**src/rtl/wb_rr_arb.sv**
```systemverilog
// N-master round-robin Wishbone arbiter onto one slave bus (x_*).
// Ports: wb_clk/wb_rst, m_* per-master buses (packed), x_* slave bus, grant, timeouts.
module wb_rr_arb #(
  parameter int N       = 4,
  parameter int AW      = 32,
  parameter int DW      = 32,
  parameter int TIMEOUT = 255
) (
  input  logic            wb_clk,
  input  logic            wb_rst,
  input  logic [N-1:0]    m_cyc,
  input  logic [N-1:0]    m_we,
  input  logic [4*N-1:0]  m_sel,
  input  logic [AW*N-1:0] m_adr,
  input  logic [DW*N-1:0] m_dat,
  output logic [N-1:0]    m_ack,
  output logic [N-1:0]    m_err,
  output logic [DW-1:0]   m_rdt,
  output logic            x_cyc,
  output logic            x_we,
  output logic [3:0]      x_sel,
  output logic [AW-1:0]   x_adr,
  output logic [DW-1:0]   x_dat,
  input  logic            x_ack,
  input  logic [DW-1:0]   x_rdt,
  output logic [N-1:0]    grant,
  output logic [7:0]      timeouts
);

  localparam int IW = (N > 1) ? $clog2(N) : 1;
  localparam int CW = (TIMEOUT > 0) ? $clog2(TIMEOUT + 1) : 1;
  localparam logic [CW-1:0] TLIM =
    (TIMEOUT > 0) ? CW'(TIMEOUT - 1) : '0;
  localparam logic WD_ON = (TIMEOUT > 0);

  typedef enum logic {
    IDLE,
    GRANT
  } state_t;

  state_t        state_q, state_d;
  logic [N-1:0]  grant_q, grant_d;
  logic [IW-1:0] last_q, last_d;
  logic [CW-1:0] cnt_q, cnt_d;
  logic [7:0]    tmo_q, tmo_d;

  logic          in_grant;
  logic          win_vld;
  logic [IW-1:0] win;
  logic          ack_ok;
  logic          tmo_hit;
  logic          abort;

  // Rotating priority: scan last+1, last+2, ... wrapping at N.
  always_comb begin
    logic [IW-1:0] cand;
    win_vld = 1'b0;
    win     = last_q;
    cand    = '0;
    for (int k = 1; k <= N; k++) begin
      cand = IW'((int'(last_q) + k) % N);
      if (!win_vld && m_cyc[cand]) begin
        win_vld = 1'b1;
        win     = cand;
      end
    end
  end

  // While granted, last_q holds the index of the granted master.
  assign in_grant = (state_q == GRANT);

  always_comb begin
    x_cyc = 1'b0;
    x_we  = 1'b0;
    x_sel = '0;
    x_adr = '0;
    x_dat = '0;
    if (in_grant) begin
      x_cyc = m_cyc[last_q];
      x_we  = m_we[last_q];
      x_sel = m_sel[4*last_q +: 4];
      x_adr = m_adr[AW*last_q +: AW];
      x_dat = m_dat[DW*last_q +: DW];
    end
  end

  assign abort   = in_grant && !m_cyc[last_q];
  assign ack_ok  = in_grant && x_cyc && x_ack;
  // Ack in the same cycle as the deadline wins over the error.
  assign tmo_hit = WD_ON && in_grant && x_cyc && !x_ack &&
                   (cnt_q == TLIM);

  assign m_ack    = ack_ok ? grant_q : '0;
  assign m_err    = tmo_hit ? grant_q : '0;
  assign m_rdt    = ack_ok ? x_rdt : '0;
  assign grant    = grant_q;
  assign timeouts = tmo_q;

  always_comb begin
    state_d = state_q;
    grant_d = grant_q;
    last_d  = last_q;
    cnt_d   = cnt_q;
    tmo_d   = tmo_q;
    unique case (state_q)
      IDLE: begin
        if (win_vld) begin
          state_d = GRANT;
          grant_d = {{(N-1){1'b0}}, 1'b1} << win;
          last_d  = win;
          cnt_d   = '0;
        end
      end
      GRANT: begin
        if (abort || ack_ok || tmo_hit) begin
          state_d = IDLE;
          grant_d = '0;
          cnt_d   = '0;
          if (tmo_hit && tmo_q != 8'hFF) begin
            tmo_d = tmo_q + 8'd1;
          end
        end else if (WD_ON) begin
          cnt_d = cnt_q + CW'(1);
        end
      end
      default: begin
        state_d = IDLE;
        grant_d = '0;
      end
    endcase
  end

  always_ff @(posedge wb_clk) begin
    if (wb_rst) begin
      state_q <= IDLE;
      grant_q <= '0;
      last_q  <= IW'(N - 1);
      cnt_q   <= '0;
      tmo_q   <= '0;
    end else begin
      state_q <= state_d;
      grant_q <= grant_d;
      last_q  <= last_d;
      cnt_q   <= cnt_d;
      tmo_q   <= tmo_d;
    end
  end

endmodule

```
**config.mk**
```make
export PLATFORM = sky130hd
export DESIGN_NAME = wb_rr_arb
export DESIGN_NICKNAME = d
export VERILOG_FILES = /design/src/rtl/wb_rr_arb.sv
export SDC_FILE = /design/constraint.sdc
export NUM_CORES = 1
export LEC_CHECK = 0
export BUFFER_PORTS_ARGS = -buffer_cell sky130_fd_sc_hd__buf_2
export CELL_PAD_IN_SITES_DETAIL_PLACEMENT = 1
export CELL_PAD_IN_SITES_GLOBAL_PLACEMENT = 1
export CORE_AREA = 2 2 172 174
export DETAILED_ROUTE_END_ITERATION = 8
export DIE_AREA = 0 0 174 176
export MAX_ROUTING_LAYER = met4
export PLACE_DENSITY_LB_ADDON = 0.1
export SLEW_MARGIN = 20
export SYNTH_ARGS = -nofsm -noshare
export SYNTH_HDL_FRONTEND = slang
export SYNTH_SLANG_ARGS = --single-unit
```
**constraint.sdc**
```tcl
create_clock -name wb_clk -period 5.38 [get_ports wb_clk]
set_input_delay 0.807 -clock wb_clk [delete_from_list [all_inputs] [get_ports wb_clk]]
set_output_delay 0.807 -clock wb_clk [all_outputs]
set_load 0.05 [all_outputs]
```
==> results of run 1 <==
==> cells by family after synthesis <==
| kind of cell | after synthesis | share of synthesized area |
|---|---|---|
| AOI/OAI and AO/OA | 39 | 0.0721 |
| adders and majority gates | 3 | 0.0104 |
| buffers and inverters | 49 | 0.0559 |
| DFF | 23 | 0.127 |
| muxes | 73 | 0.440 |
| and+or+nand+nor | 178 | 0.294 |
==> worst reg2reg max path: cells and delay by family (launching register included) <==
kind / cells / cell delay [ns]
AO/OA/AOI/OAI: 3 / 1.02
flip-flops: 1 / 0.91
buffers and inverters: 2 / 0.91
multiplexers: 1 / 0.29
==> where the power goes <==
part           switching [W]  internal [W]
clock              0.0000666      0.000100
sequential         0.0000374      0.000177
combinational       0.000454      0.000322
==> final timing paths <==
| check | startpoint | endpoint | slack, ns | depth (start not counted) |
|---|---|---|---|---|
| worst max-delay path | last_q[0] | m_rdt[26] | 1.26 | 6 |
| worst min-delay path | timeouts[6] | timeouts[6] | 0.51 | 2 |
| worst max register to register | last_q[0] | grant[1] | 2.13 | 6 |
| worst min register to register | timeouts[6] | timeouts[6] | 0.51 | 2 |
==> sequential cells by signal, indices dropped and copies added (netlist names) <==
register  flops
cnt_q         8
grant         4
in_grant      1
last_q        2
timeouts      8
==> layout by cell type, fill, tap and decap left out, types with 2 or more instances in the layout <==
master	count
buf_2	436
and2_1	75
mux4_2	69
and3_1	37
dfxtp_1	20
nand2_1	15
nand3_1	11
a21oi_1	11
inv_1	9
diode_2	7
nand4_1	7
or4_1	7
a31oi_1	7
nor2_1	6
nand2b_1	4
o31ai_1	4
o32ai_1	4
buf_4	4
nor2b_1	3
o211ai_1	3
o21ai_0	3
or2_2	3
ha_1	3
clkbuf_16	3
mux2i_1	2
or3_1	2
nor4_1	2
nand3b_1	2
dfxtp_4	2
==> area by class of cell <==
cell class,instances,area share
clock inverters,1,0.000800
multi-input cells,293,0.473
flip-flops and latches,23,0.0750
repair buffers,440,0.354
well taps,384,0.0768
clock buffers,3,0.0120
inverters,9,0.00540
diodes,7,0.00280
==> layer usage <==
metal  track usage  share of wire  vias to the layer above
li1              -              -                     2248
met1         0.171           0.38                     2439
met2         0.309           0.56                      188
met3        0.0323          0.056                       12
met4        0.0151         0.0067                        0
met5             -              0                        -
==> through the flow <==
| stage | hold slack (ns) | util | instances | setup WS, ns | cell area, µm² |
|---|---|---|---|---|---|
| after floorplan | 0.474 | - | 365 | 2.17 | 3620 |
| after global placement | 0.498 | 0.216 | 1149 | 1.62 | 6160 |
| after detailed placement | 0.504 | 0.216 | 1149 | 1.47 | 6160 |
| after CTS | 0.519 | 0.218 | 1153 | 1.20 | 6240 |
| after global routing | 0.549 | 0.219 | 1160 | 0.951 | 6250 |
| final | 0.515 | 0.219 | 1160 | 1.26 | 6250 |
==> results.toml, run 1 <==
[run_status]
status = "finished clean"

[min_path]
holdCritPathClass = "flop to flop"

[sta]
fin_crit_ns = 4.12
hold_viol = 0
period_share = 0.766
tns_ns = 0
clock_skew_ns = 0.00358
rsz0062_at_grt = "no"
max_slew.worst_pin.slew_ns = 1.04
timing.fmax_mhz = 243
worst_slew_margin_rel = 0.310
setup_viol = 0
slew_viol_final = 0

[worst_setup_path]
crit_path_max_incr_delay_ns = 0.91
critical_path_arrival_ns = 3.31
crit_type = "flop to output pin"
cp_top_family = "buffers and inverters"
cp-end-kind = "output pin"
required_ns = 4.57
worstPathCellList = "mux2i_1, o22a_1, inv_1, buf_4, and3_1, buf_2"
crit_buf_inv = 3
critPathLaunchType = "flop"
path_max_fanout = 46
critical-path-slowest-cell = "dfxtp_4"

[job]
max_cap_viol_count = 0

[power_and_ir_drop]
power.leakage_nw = 3.24
total_power_w = 0.00116
peakVddDrop_uv = 85.5
power_density_nw_per_um2 = 185

[floorplan]
coreArea_um2 = 28500
initial_core_util = 0.127
io_pins = 437
die_h_um = 176
die_area_um2 = 30600
fp.dieW_um = 174
rows = 62

[clocking]
post_cts_buffers = 0
cts_tree = "built"
htreeDepth = 1
cts-root-buf = "clkbuf_16"
clockBufferDepth = 2
clock-sinks = 23
numCtsBuffers = 3
insertion_delay_ns = 0.26
cts_resized = 0
cts_hold_buffers = 0
clk_pin_slew_ns = 0.07

[detailed_routing]
drc = 0
post_drt_wl_per_cell_um = 21.5
dr.pass1.iters = 4
vias = 4887
via_per_inst = 4.21
postRouteWirelength_mm = 25.0
drtIter0Drc = 172
drtAntennaViolNets = 0

[yosys]
ys_top_cells_by_area = "mux4_2 43%, and2_1 13%, dfxtp_1 13%"
synth_common_cells = "75 x and2_1, 69 x mux4_2, 37 x and3_1"
synth_top_area_frac = 0.429
yosys.area.top_type = "mux4_2"
yosysMostFrequentCell = "and2_1"
yosysWarningCount = 0
syn-num-nets = 683
netlist_instances = 365
synth-edff-count = 0
seq_area_frac_synth = 0.127
synth.distinct_cells = 41
avgSynthCellArea_um2 = 9.93
syn_area_um2 = 3620
ys_seq_elements = 23
synth_async_sr_flop_share = 0
synthFlopType = "dfxtp_1"

[global_routing]
overflow = 0
grt_usage = 0.159
grt_pass1_vias = 5279
grt_max_degree = 73
grt_pass1_wl_mm = 35.8
antenna_found_initial = 10

[final_layout]
syn_to_final_growth_pct = 72.6
multi_input_area_um2 = 2960
n_fill_cell = 3502
drive_gt1_frac = 0.678
finalNetCount = 1088
regArea_um2 = 469

[placement]
io_buffers = 436
place_congestion = 0.929
place.detailed.hpwl_mm = 21.5
(Power assumes the default switching activity.)
==> run 2: changes to the inputs <==
Settings changed: CORE_AREA 2 2 172 174 to 2 2 169 171, DIE_AREA 0 0 174 176 to 0 0 171 173.
Clock period 5.38 ns to 3.38 ns, I/O delays scaled along.
==> run 2 against run 1 <==
Effect of this change: combinational power increased by 68%; sequential share of layout area decreased by 0.083 points; cell count rose by 0.69%; utilization grew 0.98 points; die area is 3.4% lower; non-clock buffer count grew 6; sequential cell count did not move; first-iteration DRC count fell by 19%; sequential power is 36% higher; critical path depth unchanged; critical path type unchanged; critical endpoint is now m_rdt[6]; largest cell class unchanged; largest power group unchanged.
==> results.toml, run 2 (synthesized netlist as in run 1, its figures left out) <==
[floorplan]
io_pins = 437
rows = 61
coreArea_um2 = 27600
die_area_um2 = 29600
fp.dieW_um = 171
die_h_um = 173
initial_core_util = 0.131

[final_layout]
finalNetCount = 1094
syn_to_final_growth_pct = 74.5
final_cell_mix = "436 x buf_2, 75 x and2_1, 69 x mux4_2, 37 x and3_1, 20 x dfxtp_1"
layout_commonest_cell = "buf_2"
drive_gt1_frac = 0.680
fin_cells = 1168

[clocking]
insertion_delay_ns = 0.26
cts_resized = 0
clockBufferDepth = 2
numCtsBuffers = 3
cts_tree = "built"
clock-sinks = 23
clk_pin_slew_ns = 0.06
cts_hold_buffers = 0
post_cts_buffers = 0
htreeDepth = 1
cts-root-buf = "clkbuf_16"

[power_and_ir_drop]
peakVddDrop_uv = 201
comb_power_share = 0.702
power_frac_clock = 0.140
seq_power_share = 0.158
total_power_w = 0.00185
power_density_nw_per_um2 = 292
power.leakage_nw = 3.28
intPower_w = 0.000966
switching_share = 0.478
power.switching_w = 0.000883

[worst_setup_path]
cp_top_family = "buffers and inverters"
reg2reg_depth = 6
crit_buf_inv = 3
worstPathCellList = "mux2i_1, o22a_1, inv_1, buf_4, and3_1, buf_2"
required_ns = 2.87
critPathLaunchType = "flop"
critical-path-slowest-cell = "dfxtp_4"
crit_path_max_incr_delay_ns = 0.37
cp-end-kind = "output pin"
crit_type = "flop to output pin"
timing.reg2reg.setup_slack_ns = 1.12
r2r-end = "timeouts[7]"
r2r-start = "cnt_q[0]"
path_max_fanout = 33
critical_path_arrival_ns = 2.12

[sta]
period_share = 0.778
timing.fmax_mhz = 380
rsz0062_at_grt = "no"
setup_viol = 0
worst_slew_margin_rel = 0.406
clock_skew_ns = 0.00472
timing.final.ws_setup_ns = 0.751
tns_ns = 0
fin_crit_ns = 2.63
slew_viol_final = 0
hold_viol = 0
max_slew.worst_pin.slew_ns = 0.888

[detailed_routing]
drtAntennaViolNets = 0
drc = 0
vias = 4830
dr_wl_met2_mm = 13.9
wl_met3_mm = 1.53
dr.pass1.iters = 4
top_layer = "met4"
post_drt_wl_per_cell_um = 21.1
met1_length_mm = 8.87
via_per_inst = 4.14
drtIter0Drc = 139
postRouteWirelength_mm = 24.7

[global_routing]
overflow = 0
grt_usage = 0.163
antenna_found_initial = 15
grt_max_degree = 51
grt_pass1_wl_mm = 35.2
grt_pass1_vias = 5397

[placement]
place_congestion = 0.828
io_buffers = 436
place.detailed.hpwl_mm = 21.5
dp_cells = 1149
pre_cts_ws_ns = 0.767

[min_path]
hp-start = "grant[3]"
holdCritPathClass = "flop to flop"
hold_depth = 2
worst_hold_path.endpoint = "grant[3]"

[job]
max_cap_viol_count = 0

[run_status]
status = "finished clean"
==> run 2: cell types whose count changed in the layout (fill, tap and decap cells not counted), sizes merged <==
cell	change
diode	+8
buf	+6
==> run 2: power groups by stage <==
stage	Combinational, W	Sequential, W	Clock (W)
2_1_floorplan	0.000888	0.000307	0
3_3_place_gp	0.00130	0.000298	0
3_5_place_dp	0.00132	0.000299	0
4_1_cts	0.00132	0.000293	0.000272
5_1_grt	0.00138	0.000294	0.000285
6_report	0.00130	0.000292	0.000259
==> run 2: metrics by stage <==
stage	util	hold WS [ns]	cell area, µm²
floorplan	-	0.474	3620
global placement	0.225	0.507	6210
detailed placement	0.225	0.512	6210
CTS	0.228	0.520	6290
global route	0.229	0.543	6320
finish	0.229	0.512	6320
==> run 2: worst min-delay path: stages (launching register included) <==
cell and delay (ns):
dfxtp_1 0.33, inv_1 0.05, o32ai_1 0.08
==> run 2: per-layer routing <==
layer / up-vias / track usage
li1: 2265 / -
met1: 2395 / 0.162
met2: 158 / 0.317
met3: 12 / 0.0401
met4: 0 / 0.0304
met5: - / -
==> run 2: final cells by class <==
| class | count | area, µm² |
|---|---|---|
| Fill cell | 3413 | 21300 |
| Antenna cell | 15 | 37.5 |
| Inverter | 9 | 33.8 |
| Clock buffer | 3 | 75.1 |
| Clock inverter | 1 | 5.00 |
| Timing Repair Buffer | 446 | 2270 |
| Multi-Input combinational cell | 293 | 2960 |
| Tap cell | 378 | 473 |
| Sequential cell | 23 | 469 |
==> run 2: worst max-delay path by stage <==
stage                          from           to  slack [ns]  cells after the start
after floorplan            m_cyc[3]    m_rdt[24]        0.77                      5
after global placement        x_ack  timeouts[7]        0.87                      5
after detailed placement      x_ack  timeouts[7]        0.77                      5
after CTS                 last_q[0]    x_adr[18]        0.73                      4
after global routing      last_q[1]     m_rdt[6]        0.60                      6
final                     last_q[0]     m_rdt[6]        0.75                      6
==> run 3: changes to the inputs <==
Clock period 3.38 ns to 2.3 ns, I/O delays scaled along.
==> run 3 against run 2 <==
Effect of this change: sequential share of layout area shrank 0.41 points; routed wire length grew 8.1%; combinational power up 58%; cell count up 1.3%; global-route usage is 0.57 points higher; highest routed layer unchanged; register-to-register slack got worse by 0.83 ns; clock skew increased by 0.0015 ns; first-iteration DRC count grew 67%; power increased by 57%; largest cell class unchanged.
==> results.toml, run 3 (synthesized netlist as in run 1, its figures left out) <==
[worst_setup_path]
critical_path_arrival_ns = 1.88
critical-path-slowest-cell = "mux4_2"
cp_top_family = "multiplexers"
cp-end-kind = "output pin"
crit_buf_inv = 3
timing.reg2reg.setup_slack_ns = 0.29
required_ns = 1.96
critPathLaunchType = "flop"
path_max_fanout = 7
crit_path_max_incr_delay_ns = 0.53
r2r-start = "cnt_q[0]"
path_depth = 5
reg2reg_depth = 7
r2r-end = "cnt_q[3]"
setup.worst_path.end = "x_adr[17]"
worstPathCellList = "buf_6, buf_16, mux4_2, and2_1, buf_4"
startpoint = "last_q[0]"
crit_type = "flop to output pin"

[detailed_routing]
drtAntennaViolNets = 0
vias = 5025
dr.pass1.iters = 6
postRouteWirelength_mm = 26.7
drc = 0
post_drt_wl_per_cell_um = 22.5
drtIter0Drc = 232
via_per_inst = 4.25

[final_layout]
multi_input_area_um2 = 2960
fin_util = 0.242
layout_commonest_cell = "buf_2"
final_cell_mix = "395 x buf_2, 75 x and2_1, 69 x mux4_2, 36 x and3_1, 35 x clkbuf_4"
regArea_um2 = 469
finalNetCount = 1108
drive_gt1_frac = 0.689
syn_to_final_growth_pct = 84.7
n_fill_cell = 3391

[floorplan]
coreArea_um2 = 27600
rows = 61
die_h_um = 173
fp.dieW_um = 171
io_pins = 437
initial_core_util = 0.131
die_area_um2 = 29600

[placement]
place.detailed.hpwl_mm = 22.2
place_congestion = 0.905
pre_cts_ws_ns = 0.186
io_buffers = 436

[sta]
fin_crit_ns = 2.22
slew_viol_final = 0
timing.final.ws_setup_ns = 0.0788
period_share = 0.966
clock_skew_ns = 0.00623
max_slew.worst_pin.slew_ns = 0.530
hold_viol = 0
whs_ns = 0.417
worst_slew_margin_rel = 0.647
setup_viol = 0
rsz0062_at_grt = "no"
tns_ns = 0
timing.fmax_mhz = 450

[global_routing]
met3_usage = 0.0391
grt_pass1_wl_mm = 36.1
use_met2 = 0.331
grt_max_degree = 54
grt_pass1_vias = 5368
top_usage_layer = "met2"
antenna_found_initial = 19
overflow = 0
grt_usage = 0.169
globalRouteMet1Util = 0.168

[clocking]
clk_pin_slew_ns = 0.07
htreeDepth = 1
numCtsBuffers = 3
cts-root-buf = "clkbuf_16"
insertion_delay_ns = 0.26
clock-sinks = 23
cts_tree = "built"
cts_hold_buffers = 0
clockBufferDepth = 2

[power_and_ir_drop]
peakVddDrop_uv = 244
total_power_w = 0.00290
power.leakage_nw = 3.39
power_density_nw_per_um2 = 433

[min_path]
holdCritPathClass = "input port to flop"

[job]
max_cap_viol_count = 0

[run_status]
status = "finished clean"
## run 3: worst reg2reg max path, stage by stage (launching register included)
cell	delay [ns]
dfxtp_1	0.40
inv_1	0.08
ha_1	0.21
and4b_1	0.23
a21oi_1	0.47
buf_4	0.28
nand4_1	0.11
a31oi_1	0.17
## run 3: worst min path at each step
| stage | start | to | slack (ns) | depth (start not counted) |
|---|---|---|---|---|
| 6_report | wb_rst | cnt_q[4] | 0.42 | 2 |
| 5_1_grt | wb_rst | cnt_q[4] | 0.44 | 2 |
| 4_1_cts | wb_rst | cnt_q[4] | 0.41 | 2 |
| 3_5_place_dp | timeouts[6] | timeouts[6] | 0.49 | 2 |
| 3_3_place_gp | timeouts[6] | timeouts[6] | 0.48 | 2 |
| 2_1_floorplan | cnt_q[0] | cnt_q[0] | 0.47 | 2 |
## run 3: stage by stage
stage | cells | cell area [µm²]
final | 1183 | 6700
after global routing | 1183 | 6700
after CTS | 1158 | 6400
after detailed placement | 1153 | 6260
after global placement | 1153 | 6260
after floorplan | 365 | 3630
## run 3: cell type report
| cell class | count | area share |
|---|---|---|
| Inverter | 9 | 0.00504 |
| Timing Repair Buffer | 460 | 0.394 |
| Clock buffer | 3 | 0.0112 |
| Antenna cell | 16 | 0.00598 |
| Clock inverter | 1 | 0.000747 |
| Tap cell | 378 | 0.0706 |
| Sequential cell | 23 | 0.0701 |
| Multi-Input combinational cell | 293 | 0.443 |
## run 3: metal layers
metal  up-vias  wire (µm)
met5         -          0
met4         0        240
met3        16       1740
met2       162      15100
met1      2548       9620
li1       2299          -
## run 3: where the power goes
group	switching (W)	total [W]	leakage, nW	internal, W
logic	0.00117	0.00206	3.16	0.000884
clock network	0.000166	0.000401	0.0410	0.000235
registers	0.0000239	0.000437	0.187	0.000414
## run 3: what timing repair did
item	in CTS	in global routing
gates resized for setup	12	39
hold endpoints to repair	0	0
gates cloned	1	5
endpoints found under the setup margin	59	91
setup buffers	0	4
